[config.mk]
export PLATFORM = sky130hd
export DESIGN_NAME = mstream_xpose_flat
export DESIGN_NICKNAME = d
export VERILOG_FILES = /design/src/rtl/mstream_xpose_if.sv /design/src/rtl/mstream_xpose.sv /design/src/flat_wrapper.sv
export SDC_FILE = /design/constraint.sdc
export NUM_CORES = 1
export LEC_CHECK = 0
export CAP_MARGIN = 10
export CELL_PAD_IN_SITES_DETAIL_PLACEMENT = 2
export CELL_PAD_IN_SITES_GLOBAL_PLACEMENT = 2
export CORE_ASPECT_RATIO = 0.5
export CORE_MARGIN = 10
export CORE_UTILIZATION = 40
export DETAILED_ROUTE_END_ITERATION = 6
export PLACE_DENSITY_LB_ADDON = 0.1
export SETUP_SLACK_MARGIN = 0.2
export SLEW_MARGIN = 10
export SYNTH_ARGS = -nofsm -noshare
export SYNTH_HDL_FRONTEND = slang
export SYNTH_SLANG_ARGS = --single-unit
export TNS_END_PERCENT = 100
[constraint.sdc]
create_clock -name clk -period 2.35 [get_ports clk]
set_input_delay 0.3525 -clock clk [delete_from_list [all_inputs] [get_ports clk]]
set_output_delay 0.3525 -clock clk [all_outputs]
set_load 0.1 [all_outputs]
[src/rtl/mstream_xpose_if.sv]
// Matrix Stream link bundle: ingress row beats toward the card, egress row beats back to the host.
// The host end uses the master modport and the card end uses the slave modport.
interface mstream_xpose_if #(
    parameter int DATA_WIDTH = 8
);
    logic                  ig_vld;
    logic                  ig_rdy;
    logic [DATA_WIDTH-1:0] ig_r0;
    logic [DATA_WIDTH-1:0] ig_r1;
    logic [DATA_WIDTH-1:0] ig_r2;
    logic                  eg_vld;
    logic                  eg_rdy;
    logic [DATA_WIDTH-1:0] eg_r0;
    logic [DATA_WIDTH-1:0] eg_r1;
    logic [DATA_WIDTH-1:0] eg_r2;

    modport master (
        output ig_vld, ig_r0, ig_r1, ig_r2,
        input  ig_rdy,
        input  eg_vld, eg_r0, eg_r1, eg_r2,
        output eg_rdy
    );

    modport slave (
        input  ig_vld, ig_r0, ig_r1, ig_r2,
        output ig_rdy,
        output eg_vld, eg_r0, eg_r1, eg_r2,
        input  eg_rdy
    );
endinterface

[src/rtl/mstream_xpose.sv]
// 3x3 matrix transpose engine with a ping-pong pair of register banks.
// Define MSTREAM_XPOSE_STATS_EN to add the mtx_cnt completed-matrix counter port.
module mstream_xpose #(
    parameter int DATA_WIDTH = 8
) (
    input  logic              clk,
    input  logic              reset_n,
    mstream_xpose_if.slave    ms
`ifdef MSTREAM_XPOSE_STATS_EN
    ,
    output logic [15:0]       mtx_cnt
`endif
);

    typedef enum logic [1:0] {
        BANK_EMPTY,
        BANK_FILL,
        BANK_FULL
    } bank_st_e;

    bank_st_e              bank_st_q [2];
    bank_st_e              bank_st_d [2];
    logic                  wr_sel_q, wr_sel_d;
    logic                  rd_sel_q, rd_sel_d;
    logic [1:0]            wr_beat_q, wr_beat_d;
    logic [1:0]            rd_beat_q, rd_beat_d;
    // Indexed [bank][row][column].
    logic [DATA_WIDTH-1:0] mem_q [2][3][3];
    logic [DATA_WIDTH-1:0] mem_d [2][3][3];

    logic ig_rdy;
    logic eg_vld;
    logic ig_fire;
    logic eg_fire;

    // ig_rdy looks only at registered bank state, so a freed bank is visible one cycle later.
    assign ig_rdy  = reset_n && (bank_st_q[wr_sel_q] != BANK_FULL);
    assign eg_vld  = (bank_st_q[rd_sel_q] == BANK_FULL);
    assign ig_fire = ms.ig_vld && ig_rdy;
    assign eg_fire = eg_vld && ms.eg_rdy;

    assign ms.ig_rdy = ig_rdy;
    assign ms.eg_vld = eg_vld;
    assign ms.eg_r0  = mem_q[rd_sel_q][0][rd_beat_q];
    assign ms.eg_r1  = mem_q[rd_sel_q][1][rd_beat_q];
    assign ms.eg_r2  = mem_q[rd_sel_q][2][rd_beat_q];

    always_comb begin
        // NOTE: every signal gets its hold value first so no path can infer a latch.
        bank_st_d = bank_st_q;
        mem_d     = mem_q;
        wr_sel_d  = wr_sel_q;
        rd_sel_d  = rd_sel_q;
        wr_beat_d = wr_beat_q;
        rd_beat_d = rd_beat_q;

        if (ig_fire) begin
            mem_d[wr_sel_q][wr_beat_q][0] = ms.ig_r0;
            mem_d[wr_sel_q][wr_beat_q][1] = ms.ig_r1;
            mem_d[wr_sel_q][wr_beat_q][2] = ms.ig_r2;
            if (wr_beat_q == 2'd2) begin
                bank_st_d[wr_sel_q] = BANK_FULL;
                wr_beat_d           = 2'd0;
                wr_sel_d            = ~wr_sel_q;
            end else begin
                bank_st_d[wr_sel_q] = BANK_FILL;
                wr_beat_d           = wr_beat_q + 2'd1;
            end
        end

        // The write bank is never FULL and the read bank always is, so both updates never collide.
        if (eg_fire) begin
            if (rd_beat_q == 2'd2) begin
                bank_st_d[rd_sel_q] = BANK_EMPTY;
                rd_beat_d           = 2'd0;
                rd_sel_d            = ~rd_sel_q;
            end else begin
                rd_beat_d = rd_beat_q + 2'd1;
            end
        end
    end

    always_ff @(posedge clk) begin
        // NOTE: sequential state uses non-blocking assignments so every flop samples pre-edge values.
        if (!reset_n) begin
            bank_st_q <= '{default: BANK_EMPTY};
            // NOTE: the bank is reset because its contents drive eg_r* directly and must read 0 in reset.
            mem_q     <= '{default: '0};
            wr_sel_q  <= 1'b0;
            rd_sel_q  <= 1'b0;
            wr_beat_q <= 2'd0;
            rd_beat_q <= 2'd0;
        end else begin
            bank_st_q <= bank_st_d;
            mem_q     <= mem_d;
            wr_sel_q  <= wr_sel_d;
            rd_sel_q  <= rd_sel_d;
            wr_beat_q <= wr_beat_d;
            rd_beat_q <= rd_beat_d;
        end
    end

`ifdef MSTREAM_XPOSE_STATS_EN
    logic [15:0] cnt_q, cnt_d;

    always_comb begin
        cnt_d = cnt_q;
        if (eg_fire && (rd_beat_q == 2'd2)) begin
            cnt_d = cnt_q + 16'd1;
        end
    end

    always_ff @(posedge clk) begin
        if (!reset_n) begin
            cnt_q <= 16'd0;
        end else begin
            cnt_q <= cnt_d;
        end
    end

    assign mtx_cnt = cnt_q;
`endif

endmodule

[src/flat_wrapper.sv]
// flat-port wrapper written by rule: the top's interface ports become plain ports
module mstream_xpose_flat 
#(
    parameter int DATA_WIDTH = 8
)
  (clk, reset_n, ms_ig_vld, ms_ig_r0, ms_ig_r1, ms_ig_r2, ms_ig_rdy, ms_eg_vld, ms_eg_r0, ms_eg_r1, ms_eg_r2, ms_eg_rdy);
  mstream_xpose_if #(.DATA_WIDTH(DATA_WIDTH)) ms_i ();
  input  logic clk;
  input  logic reset_n;
  input wire logic [$bits(ms_i.ig_vld)-1:0] ms_ig_vld;
  input wire logic [$bits(ms_i.ig_r0)-1:0] ms_ig_r0;
  input wire logic [$bits(ms_i.ig_r1)-1:0] ms_ig_r1;
  input wire logic [$bits(ms_i.ig_r2)-1:0] ms_ig_r2;
  output wire logic [$bits(ms_i.ig_rdy)-1:0] ms_ig_rdy;
  output wire logic [$bits(ms_i.eg_vld)-1:0] ms_eg_vld;
  output wire logic [$bits(ms_i.eg_r0)-1:0] ms_eg_r0;
  output wire logic [$bits(ms_i.eg_r1)-1:0] ms_eg_r1;
  output wire logic [$bits(ms_i.eg_r2)-1:0] ms_eg_r2;
  input wire logic [$bits(ms_i.eg_rdy)-1:0] ms_eg_rdy;
  assign ms_i.ig_vld = ms_ig_vld;
  assign ms_i.ig_r0 = ms_ig_r0;
  assign ms_i.ig_r1 = ms_ig_r1;
  assign ms_i.ig_r2 = ms_ig_r2;
  assign ms_ig_rdy = ms_i.ig_rdy;
  assign ms_eg_vld = ms_i.eg_vld;
  assign ms_eg_r0 = ms_i.eg_r0;
  assign ms_eg_r1 = ms_i.eg_r1;
  assign ms_eg_r2 = ms_i.eg_r2;
  assign ms_i.eg_rdy = ms_eg_rdy;
  mstream_xpose #(.DATA_WIDTH(DATA_WIDTH)) u_core (.clk(clk), .reset_n(reset_n), .ms(ms_i));
endmodule
==> results.json <==
{
  "regArea_um2": 3090,
  "p_leak_nw": 3.75,
  "power_density_nw_per_um2": 674,
  "ys_types": 41,
  "place_congestion": 0.780,
  "synth_top_flop_cell": "dfxtp_1",
  "clk_path_buf_depth": 2,
  "antenna_found_initial": 0,
  "period_needed_ns": 2.45,
  "start_util_pct": 40.5,
  "antenna_left": 0,
  "multi_input_area_um2": 4190,
  "synth_edf_count": 0,
  "setup_slack_ns": -0.0959,
  "cts_buffers": 17,
  "syn_inst": 715,
  "worstMarginPinSlew_ns": 0.738,
  "clock-sinks": 154,
  "min_path_type": "in2reg",
  "hold_viol": 0,
  "via_count": 6197,
  "syn_avg_cell_area_um2": 9.76,
  "cpPeakStageDelay_ns": 0.44,
  "critical_path_class": "reg2out",
  "maxSlewViolCount": 0,
  "drt_wl_total_um": 34200,
  "maxCapViolCount": 0,
  "grt_pass1_vias": 6833,
  "first_pass_iters": 5,
  "cp_data_required_time_ns": 2.00,
  "arrival_ns": 2.09,
  "synth_common_cells": "188 x nand2_1, 162 x mux2i_1, 154 x dfxtp_1",
  "pin_count": 54,
  "root_buffer": "clkbuf_16",
  "setup_viol": 22,
  "max-slew-margin-rel_pct": 50.8,
  "grt_use_total_pct": 26.1,
  "yosysMostFrequentCell": "nand2_1",
  "setup.worst_path.start_class": "flop",
  "crit_chain": "buf_6 -> buf_16 -> mux2_2 -> a221oi_4 -> a21oi_4 -> buf_12",
  "violations": "negative setup slack",
  "clkSlewWorstSetupHoldPaths_ns": 0.08,
  "die_area_um2": 23400,
  "num-fill-cells": 1598,
  "drtIter0Drc": 470,
  "antenna_cells": 0,
  "fin_nets": 804,
  "yosysSeqAreaShare_pct": 44.2,
  "period_share_pct": 104,
  "drive_gt1_share_pct": 27.1,
  "hold-worst-slack_ns": 0.361,
  "place_hpwl_um": 15500,
  "drc": 0,
  "synth-seq-cells": 154,
  "grt_setup_unrepaired": "yes",
  "outcome": "finished, violations left",
  "synth_top_cell_area_share_pct": 44.2,
  "netlist_area_um2": 6980,
  "fmax_mhz": 409,
  "via_per_inst": 6.06,
  "endpoint_kind": "output pin",
  "hold_buffers": 0,
  "clk_latency_ns": 0.46,
  "die_h_um": 113,
  "grt_max_degree": 84,
  "grt_pass1_wl_um": 45700,
  "yosys_warnings": 0,
  "async_flop_share_pct": 0,
  "rows": 34,
  "routedWlPerCell_um": 33.4,
  "synthTopCellsByArea": "dfxtp_1 44%, mux2i_1 23%, nand2_1 10%, mux2_2 5.5%, a221oi_1 2.9%",
  "tns_ns": -0.948,
  "ir_worst_vdd_v": 0.000570,
  "grt_overflow": 0,
  "synth_nets": 743,
  "core_um2": 17200,
  "area_growth_pct": 38.7,
  "crit_fanout": 8,
  "cts.htree.levels": 4,
  "slowest_stage": "dfxtp_4",
  "die_x_um": 207,
  "fin_worst_skew_ns": 0.0189,
  "synth_top_area_cell": "dfxtp_1",
  "portBuffers": 53,
  "cts_tree": "built"
}
repair_timing:
item,in CTS,in global routing
resized for setup,68,20
setup buffers,17,2
gates cloned,3,1
setup endpoints to repair,24,24
pin swaps,14,14
where the power goes:
group	switching [W]	internal [W]
Combinational	0.000388	0.000218
Clock	0.00136	0.00185
Sequential	0.0000495	0.00265
Total	0.00180	0.00472
cells in the final DEF, fill, tap and decap left out, types with 3 or more instances in the layout:
cell             instances
mux2_2                  22
buf_6                    6
clkdlybuf4s50_1         26
nand3b_1                 4
buf_12                  39
clkbuf_16               18
bufinv_16                4
buf_4                   25
a221oi_4                16
inv_1                    3
mux2_4                  12
dfxtp_1                151
mux2i_1                160
o21ai_0                  3
a31oi_1                  3
clkinvlp_4               3
a22oi_2                  9
a21oi_4                 17
o22a_1                  11
a21oi_2                  6
inv_6                    3
nand2_1                188
a221oi_2                 6
worst max-delay path: cells and delay by family (launching register included):
family | cells | cell delay, ns
AO/OA/AOI/OAI | 2 | 0.35
buffers and inverters | 3 | 0.46
flip-flops | 1 | 0.44
multiplexers | 1 | 0.37
per-stage QoR:
stage | cells | power, W | utilization [%] | area [um2] | setup WS, ns
6_report | 1023 | 0.00653 | 56.2 | 9680 | -0.0959
5_1_grt | 1023 | 0.00665 | 56.2 | 9680 | -0.130
2_1_floorplan | 715 | 0.00307 | - | 7180 | 0.0584
4_1_cts | 1020 | 0.00635 | 55.3 | 9530 | -0.0205
3_3_place_gp | 968 | 0.00328 | 47.9 | 8260 | 0.222
3_5_place_dp | 968 | 0.00329 | 47.9 | 8260 | 0.222
layer usage:
metal  vias to the layer above  routed length, um  global-route usage [%]
met5                         -                  0                       0
met4                         0               1110                    8.54
met3                        71               2090                    5.69
met2                       255              16400                    44.1
met1                      3238              14600                    32.5
li1                       2633                  -                       -
flip-flops by register name, summed over array words and instances, names as in the netlist:
signal,count
u_core.rd_beat_q,2
u_core.wr_sel_q,1
u_core.bank_st_q,4
u_core.wr_beat_q,2
u_core.mem_q,144
u_core.rd_sel_q,1
cells by family after synthesis:
group | Yosys count | synth area share, %
compound gates | 85 | 8.81
simple gates | 215 | 13.1
buf+inv | 65 | 5.15
mux | 196 | 28.7
flops | 154 | 44.2
layout make-up:
cell class | instances | share of cell area (%)
Multi-Input combinational cell | 496 | 43.3
Sequential cell | 154 | 31.9
Timing Repair Buffer | 102 | 14.9
Clock buffer | 20 | 4.72
Tap cell | 234 | 3.03
Clock inverter | 12 | 1.93
Inverter | 5 | 0.194
path summary, 6_finish.rpt:
path,start,end,slack [ns],depth (start not counted)
max,u_core.rd_beat_q[0]$_SDFFE_PN0N_,ms_eg_r0[0],-0.1,6
min,reset_n,u_core.mem_q[141]$_SDFFE_PN0P_,0.36,3
max reg2reg,u_core.wr_sel_q$_SDFFE_PN0P_,u_core.mem_q[130]$_SDFFE_PN0P_,0.29,3
min reg2reg,u_core.mem_q[15]$_SDFFE_PN0P_,u_core.mem_q[15]$_SDFFE_PN0P_,0.46,2
Power figures use the tool's default switching activity.
